==> src/rtl/serial_addsub_pkg.sv <==
// Shared types and sizing helpers for the digit-serial adder/subtractor.
package serial_addsub_pkg;

    typedef enum logic [1:0] {
        IDLE = 2'd0,
        RUN  = 2'd1,
        DONE = 2'd2
    } state_t;

    function automatic int calc_n(input int width, input int digit);
        return width / digit;
    endfunction

    // Wide enough to hold the value N itself, so the counter never wraps mid-operation.
    function automatic int cnt_width(input int n);
        return $clog2(n + 1);
    endfunction

endpackage

==> src/rtl/serial_addsub_digit.sv <==
// Combinational DIGIT-bit ripple-carry slice; also exposes the carry into its top bit.
module digit_addsub #(
    parameter int DIGIT = 2
) (
    input  logic [DIGIT-1:0] a,
    input  logic [DIGIT-1:0] b,
    input  logic             cin,
    output logic [DIGIT-1:0] s,
    output logic             cout,
    output logic             c_msb
);
    logic [DIGIT:0] w_c;

    assign w_c[0] = cin;

    generate
        for (genvar gi = 0; gi < DIGIT; gi++) begin : g_bit
            assign s[gi]      = a[gi] ^ b[gi] ^ w_c[gi];
            assign w_c[gi+1]  = (a[gi] & b[gi]) | (w_c[gi] & (a[gi] ^ b[gi]));
        end
    endgenerate

    assign cout  = w_c[DIGIT];
    assign c_msb = w_c[DIGIT-1];

endmodule

==> src/rtl/serial_addsub.sv <==
// Digit-serial add/subtract: one DIGIT-bit slice per cycle, LSB first, valid/ready on both sides.
module serial_addsub
    import serial_addsub_pkg::*;
#(
    parameter int WIDTH = 8,
    parameter int DIGIT = 2
) (
    input  logic             clk,
    input  logic             rst,
    input  logic             s_valid,
    output logic             s_ready,
    input  logic [WIDTH-1:0] x,
    input  logic [WIDTH-1:0] y,
    input  logic             cin,
    input  logic             sub,
    output logic             m_valid,
    input  logic             m_ready,
    output logic [WIDTH-1:0] sum,
    output logic             cout,
    output logic             ovf,
    output logic             zero
);
    localparam int N  = calc_n(WIDTH, DIGIT);
    localparam int CW = cnt_width(N);

    state_t           r_state;
    logic [WIDTH-1:0] r_a;
    logic [WIDTH-1:0] r_b;
    logic [WIDTH-1:0] r_sum;
    logic             r_carry;
    logic [CW-1:0]    r_cnt;
    logic             r_m_valid;
    logic             r_cout;
    logic             r_ovf;
    logic             r_zero;

    logic [DIGIT-1:0] w_s;
    logic             w_cout;
    logic             w_c_msb;
    logic             w_accept;
    logic             w_last;
    logic [WIDTH-1:0] w_sum_next;

    digit_addsub #(.DIGIT(DIGIT)) u_slice (
        .a     (r_a[DIGIT-1:0]),
        .b     (r_b[DIGIT-1:0]),
        .cin   (r_carry),
        .s     (w_s),
        .cout  (w_cout),
        .c_msb (w_c_msb)
    );

    assign s_ready    = (r_state == IDLE) || ((r_state == DONE) && m_ready);
    assign w_accept   = s_valid && s_ready;
    assign w_last     = (r_cnt == CW'(N - 1));
    // Result shifts in from the top so after N slices the LSB slice sits at bit 0.
    assign w_sum_next = (r_sum >> DIGIT) | (WIDTH'(w_s) << (WIDTH - DIGIT));

    always_ff @(posedge clk or posedge rst) begin
        if (rst) begin
            r_state   <= IDLE;
            r_a       <= '0;
            r_b       <= '0;
            r_sum     <= '0;
            r_carry   <= 1'b0;
            r_cnt     <= '0;
            r_m_valid <= 1'b0;
            r_cout    <= 1'b0;
            r_ovf     <= 1'b0;
            r_zero    <= 1'b1;
        end else begin
            case (r_state)
                IDLE, DONE: begin
                    if (w_accept) begin
                        r_a       <= x;
                        r_b       <= sub ? ~y : y;
                        r_carry   <= sub ? ~cin : cin;
                        r_cnt     <= '0;
                        r_m_valid <= 1'b0;
                        r_state   <= RUN;
                    end else if ((r_state == DONE) && m_ready) begin
                        r_m_valid <= 1'b0;
                        r_state   <= IDLE;
                    end
                end
                RUN: begin
                    r_sum   <= w_sum_next;
                    r_carry <= w_cout;
                    r_a     <= r_a >> DIGIT;
                    r_b     <= r_b >> DIGIT;
                    r_cnt   <= r_cnt + 1'b1;
                    if (w_last) begin
                        r_cout    <= w_cout;
                        r_ovf     <= w_c_msb ^ w_cout;
                        r_zero    <= (w_sum_next == '0);
                        r_m_valid <= 1'b1;
                        r_state   <= DONE;
                    end
                end
                default: r_state <= IDLE;
            endcase
        end
    end

    assign m_valid = r_m_valid;
    assign sum     = r_sum;
    assign cout    = r_cout;
    assign ovf     = r_ovf;
    assign zero    = r_zero;

endmodule

==> config.mk <==
export PLATFORM = sky130hd
export DESIGN_NAME = serial_addsub
export DESIGN_NICKNAME = d
export VERILOG_FILES = /design/src/rtl/serial_addsub_pkg.sv /design/src/rtl/serial_addsub_digit.sv /design/src/rtl/serial_addsub.sv
export SDC_FILE = /design/constraint.sdc
export NUM_CORES = 1
export LEC_CHECK = 0
export ABC_CLOCK_PERIOD_IN_PS = 2550
export CAP_MARGIN = 30
export CORE_MARGIN = 3
export CORE_UTILIZATION = 40
export CTS_CLUSTER_SIZE = 25
export DETAILED_ROUTE_END_ITERATION = 10
export GPL_ROUTABILITY_DRIVEN = 0
export GPL_TIMING_DRIVEN = 0
export PLACE_DENSITY = 0.66
export SETUP_SLACK_MARGIN = 0.05
export SYNTH_ARGS = -nofsm -noshare
export SYNTH_HDL_FRONTEND = slang
export SYNTH_HIERARCHICAL = 1
export SYNTH_SLANG_ARGS = --single-unit
==> constraint.sdc <==
create_clock -name clk -period 2.55 [get_ports clk]
set_input_delay 0.51 -clock clk [delete_from_list [all_inputs] [get_ports clk]]
set_output_delay 0.51 -clock clk [all_outputs]
set_load 0.03 [all_outputs]
# Yosys cells after proc, flatten, opt, wreduce, memory -nomap -nowiden
# Index checks and enable logic that the tools add are counted.
dict set report op_classes {
  n_addsub 1
  n_eq_ne 6
  n_mux 18
  bitwise_logic 14
  n_reduce_logical 11
}
# cell count
set op_table {}
lappend op_table {{$pmux 8 s2} 2}
lappend op_table {{$mux 8} 3}
lappend op_table {{$logic_not 8->1} 1}
lappend op_table {{$not 8->8} 1}
lappend op_table {{$or 6x8->8} 1}
lappend op_table {{$mux 2} 3}
lappend op_table {{$pmux 3 s2} 1}
lappend op_table {{$reduce_and 2->1} 3}
lappend op_table {{$mux 1} 5}
lappend op_table {{$xor 1x1->1} 5}
lappend op_table {{$and 1x1->1} 4}
lappend op_table {{$ne 2x2->1 const B} 2}
lappend op_table {{$pmux 1 s2} 2}
lappend op_table {{$pmux 2 s2} 1}
lappend op_table {{$add 3x1->3 const B} 1}
lappend op_table {{$eq 3x2->1 const B} 1}
lappend op_table {{$mux 3} 1}
lappend op_table {{$ne 3x3->1 const B} 1}
lappend op_table {{$reduce_and 3->1} 1}
lappend op_table {{$eq 2x1->1 const B} 1}
lappend op_table {{$eq 2x2->1 const B} 1}
lappend op_table {{$logic_and 1x1->1} 2}
lappend op_table {{$logic_not 2->1} 1}
lappend op_table {{$or 1x1->1} 2}
lappend op_table {{4 further kinds} 4}
dict set report totals {
  reg_bits 34
  inputBits 22
  output_inout_bits 13
}

# Depth between registers and ports, before layout
dict set report depth {
  depth_word 6
  ltp_mapped 6
  mapped_depth_nobuf 5
}

# Hierarchy
# The synthesis kept the hierarchy.
# module instances cells_per_inst area_each_um2 seq_area_each_um2
set modules_own_cells {}
lappend modules_own_cells {serial_addsub 1 179 1779.2 852.1}
lappend modules_own_cells {digit_addsub 1 2 40.0 0.0}

# Worst setup path after synthesis
# Ideal clock, no wire load.
dict set report synth_path {
  kind {flip-flop to flip-flop}
  startpoint {register r_a[0]}
  endpoint {register r_zero (netlist: zero)}
  arrival_time_ns 1.663
  required_ns 2.471
  path_slack_ns 0.808
  path_stages_with_launch 6
  period_less_slack_ns 1.742
  path_cell_list {dfrtp_1 fa_1 fa_1 nor4_1 nand2_1 o21ai_0}
}
dict set report synth_between {
  elab_chain_len 6
  word_cells_on_any_way 8
  cone_classes {bitwise (7); reduce/logical (1)}
}
# element line
set synth_rtl {}
lappend synth_rtl {{from (decl)} serial_addsub.sv:27} ;# logic [WIDTH-1:0] r_a;
lappend synth_rtl {{from (signal assigned)} serial_addsub.sv:89} ;# r_a <= r_a >> DIGIT;
lappend synth_rtl {{$xor 1x1->1} serial_addsub_digit.sv:19} ;# assign w_c[gi+1] = (a[gi] & b[gi]) | (w_c[gi] & (a[gi] ^ b[gi]));
lappend synth_rtl {{$and 1x1->1} serial_addsub_digit.sv:19}
lappend synth_rtl {{$or 1x1->1 *} serial_addsub_digit.sv:19}
lappend synth_rtl {{net w_c_msb} serial_addsub.sv:39} ;# logic w_c_msb;
lappend synth_rtl {{$xor 1x1->1 *} serial_addsub_digit.sv:18} ;# assign s[gi] = a[gi] ^ b[gi] ^ w_c[gi];
lappend synth_rtl {{net w_s[1]} serial_addsub.sv:37} ;# logic [DIGIT-1:0] w_s;
lappend synth_rtl {{$or 6x8->8 *} serial_addsub.sv:57} ;# assign w_sum_next = (r_sum >> DIGIT) | (WIDTH'(w_s) << (WIDTH - DIGIT));
lappend synth_rtl {{$logic_not 8->1 *} serial_addsub.sv:95} ;# r_zero <= (w_sum_next == '0);
lappend synth_rtl {{to (signal assigned)} serial_addsub.sv:95}
lappend synth_rtl {{to (decl)} serial_addsub.sv:35} ;# logic r_zero;
# Mark *: on every way through the listed nets, which the timed path passes. The rest lies on a longest branch.
# A chain may end at the register's enable or synchronous reset.

# Worst setup path after layout
dict set report layout_path {
  startpoint {input m_ready}
  endpoint {output s_ready}
}
dict set report layout_between {
  elab_chain_len 2
}
# element line
set layout_rtl {}
lappend layout_rtl {{from (decl)} serial_addsub.sv:17} ;# input logic m_ready,
lappend layout_rtl {{$logic_and 1x1->1} serial_addsub.sv:53} ;# assign s_ready = (r_state == IDLE) || ((r_state == DONE) && m_ready);
lappend layout_rtl {{$logic_or 1x1->1} serial_addsub.sv:53}
lappend layout_rtl {{to (decl)} serial_addsub.sv:11} ;# output logic s_ready,
# No other way between the ends.

==> out/qor.txt <==
==========================================================================================
Fraction of registers with async set or reset after synthesis                         1.00
Kind of critical path                                                         input pin to output port
Final HPWL from detailed placement                                                 2620 um
Unrepaired setup endpoints after global routing                                      false
Most frequent cell after synthesis                                                 nand2_1
Fin Clk Skew                                                                       5.50 ps
Number of buffers inserted during clock tree synthesis                                   5
Number of different library cells in the post-synthesis netlist                         30
Net count reported at finish                                                           248
Outcome                                                                       finished, final reports clean
CTS resizes                                                                              0
Number of instances in the synthesized netlist                                         181
Vias in the first global route                                                        1370
Final Cycle Share                                                                    0.935
Crit path time final                                                               2380 ps
Effective utilization at floorplan                                                   0.433
Number of maximum-capacitance constraint violations                                      0
Critical path startpoint                                                           m_ready
Synth warn                                                                               6
Lkg Pwr                                                                            1.07 nW
Mean number of vias per cell                                                          5.03
Worst-case vdd ir drop                                                              542 uV
Number of pins exceeding their max-slew limit in the final report                        0
Hold Slack                                                                          475 ps
Most area-hungry cell type in the Yosys netlist                                    dfrtp_1
Ratio of cells with drive above 1 in the final layout                                0.188
Critical path startpoint category                                                input pin
Worst slew margin relative to its limit                                              0.498
Top Ports                                                                               35
Leading post-synthesis cells by instance count                                nand2_1 (60), dfrtp_1 (33), nand3_1 (16)
Worst-path maximum fanout                                                                3
H-tree depth reported by CTS                                                             2
Power per Cell Area                                                           1280 nW/um^2
Number of inserted filler cells in the final layout                                    397
Clock root cell                                                                   clkbuf_8
Syn-to-layout area delta                                                             29.1%
Critical path required time                                                        2040 ps
Worst hold path type                                                          flop to flop
Number of antenna violations at the first check in global routing                        0
Syn_area_per_cell                                                                10.1 um^2
Synth Net Count                                                                        207
Remaining design rule violation count                                                    0
Clock latency on the worst-skew pair                                                290 ps
Cell types with the largest area share after synthesis                        dfrtp_1 (45%), nand2_1 (12%), o211ai_2 (8.9%)
Area of the core                                                                 4200 um^2
Cell Rows                                                                               23
Deepest clock path buffer count                                                          2
Count of state elements after synthesis                                                 34
EDFF count, synth                                                                        0
Aggregate routed wire length                                                       3660 um
Detailed router's first-iteration violation count                                       68
Detailed-route wire length per cell                                                13.4 um
Filler-free cell count of the finished design                                          273
Total of endpoints with negative setup slack in the final report                         0
Maximum number of pins on one net before global-route repair                            19
Startpoint of the worst register-to-register path                                   r_a[0]
Number of iterations in the first detailed-routing pass                                  4
Number of nets still failing antenna checks after routing                                0
Data arrival time at the worst-slack endpoint                                      1870 ps
Cell Area, Synth                                                                 1820 um^2
Total global routing overflow                                                            0
Number of buffers inserted by port buffering                                            33
Sum of negative setup slack                                                           0 ps
Die boundary width                                                                 73.4 um
Least-Margin Pin Slew                                                               752 ps
Clock tree from TritonCTS                                                              yes
Die height                                                                         73.4 um
Share of the synthesized area in the top cell type                                   0.454
Global-route wire length before repair                                             6330 um
Main flop type after synthesis                                                     dfrtp_1
Total Die Area                                                                   5390 um^2
Post-CTS Setup Bufs                                                                      0
Via count                                                                             1373
Fraction of the yosys area taken by sequential cells                                 0.468
GRT Util Overall                                                                     0.154
Diode insertion count for antenna repair                                                 0
Final hold violations                                                                    0
Clock edge transition at the registers on the reported setup and hold paths          70 ps
Capturing element type of the critical path                                    output port
Origin of the worst min-delay path                                                  sum[1]
Hold-fix buffer count after cts                                                          0
Total number of clock tree sinks                                                        34
Instance count after placement with tap cells included                                 265
Maximum frequency from static timing analysis                                      420 MHz
==========================================================================================
[final cells by class]
class / instances / area, um^2 / share of cell area
multi-input cells: 131 / 827 / 0.352
flip-flops and latches: 34 / 852 / 0.363
repair buffers: 34 / 358 / 0.152
clock inverters: 3 / 40.0 / 0.0170
plain buffers: 13 / 129 / 0.0549
inverters: 3 / 11.3 / 0.00479
clock buffers: 5 / 68.8 / 0.0293
well taps: 50 / 62.6 / 0.0266
[layout by cell type (no fill, tap or decap), drive strengths merged]
cell type / Yosys / layout
nand2: 60 / 60
dfrtp: 33 / 33
clkdlybuf4s50: 0 / 33
nand3: 16 / 16
buf: 13 / 14
o211ai: 13 / 13
o21ai: 10 / 10
xor2: 8 / 8
clkbuf: 0 / 5
inv: 3 / 3
nand2b: 3 / 3
nor2b: 2 / 2
nor4: 2 / 2
xnor2: 2 / 2
ha: 2 / 2
clkinv: 0 / 2
fa: 2 / 2
and2b: 1 / 1
nor3: 1 / 1
nand3b: 1 / 1
mux2: 1 / 1
a22oi: 1 / 1
o22ai: 1 / 1
nor2: 1 / 1
a21oi: 1 / 1
a211oi: 1 / 1
or2b: 1 / 1
o21bai: 1 / 1
bufinv: 0 / 1
dfstp: 1 / 1
[registers in the layout, summed over array words and instances (netlist names)]
name / cells
r_b: 8
r_cnt: 3
r_carry: 1
sum: 8
cout: 1
zero: 1
m_valid: 1
r_state: 2
ovf: 1
r_a: 8
[metrics by stage]
step	instance area (um^2)	util	power (mW)	setup WS, ps
finish	2350	0.559	2.99	167
floorplan	1820	-	2.07	808
CTS	2350	0.559	3.03	156
global placement	2210	0.527	2.49	167
detailed placement	2240	0.533	2.53	160
global route	2350	0.559	3.24	91.4
[cells by family (layout without fill, tap and decap cells)]
family	count (synthesis)	after routing	synth area share
xor+xnor	10	10	0.0481
buf+inv	16	58	0.0770
fa+ha+maj	4	4	0.0358
flops	34	34	0.468
mux	1	1	0.00619
simple gates	88	88	0.229
compound gates	28	28	0.135
[critical path, cell delays in order]
cell             delay (ps)
clkdlybuf4s50_1         550
nor2b_4                  70
nor2_1                   80
clkdlybuf4s50_1         670
[power breakdown]
| group | switching, mW | internal (mW) | leakage, nW |
|---|---|---|---|
| registers | 0.163 | 0.790 | 0.428 |
| clock network | 0.203 | 0.288 | 0.0579 |
| logic | 0.856 | 0.695 | 0.580 |
| total | 1.22 | 1.77 | 1.07 |
[path summary, 6_finish.rpt]
check,end,cells after the start,slack [ps]
min in group asynchronous,r_state[1],2,650
worst min-delay path,sum[1],2,470
worst max-delay path,s_ready,4,170
worst max register to register,zero,5,620
max in group asynchronous,zero,3,1280
worst min register to register,sum[1],2,470
[metal layers]
layer	track usage	share of wire
met2	0.238	0.45
met4	0.0483	0.017
met3	0.0479	0.058
met1	0.205	0.48
met5	0	0
Note: power is estimated with default switching activity, not from simulation.
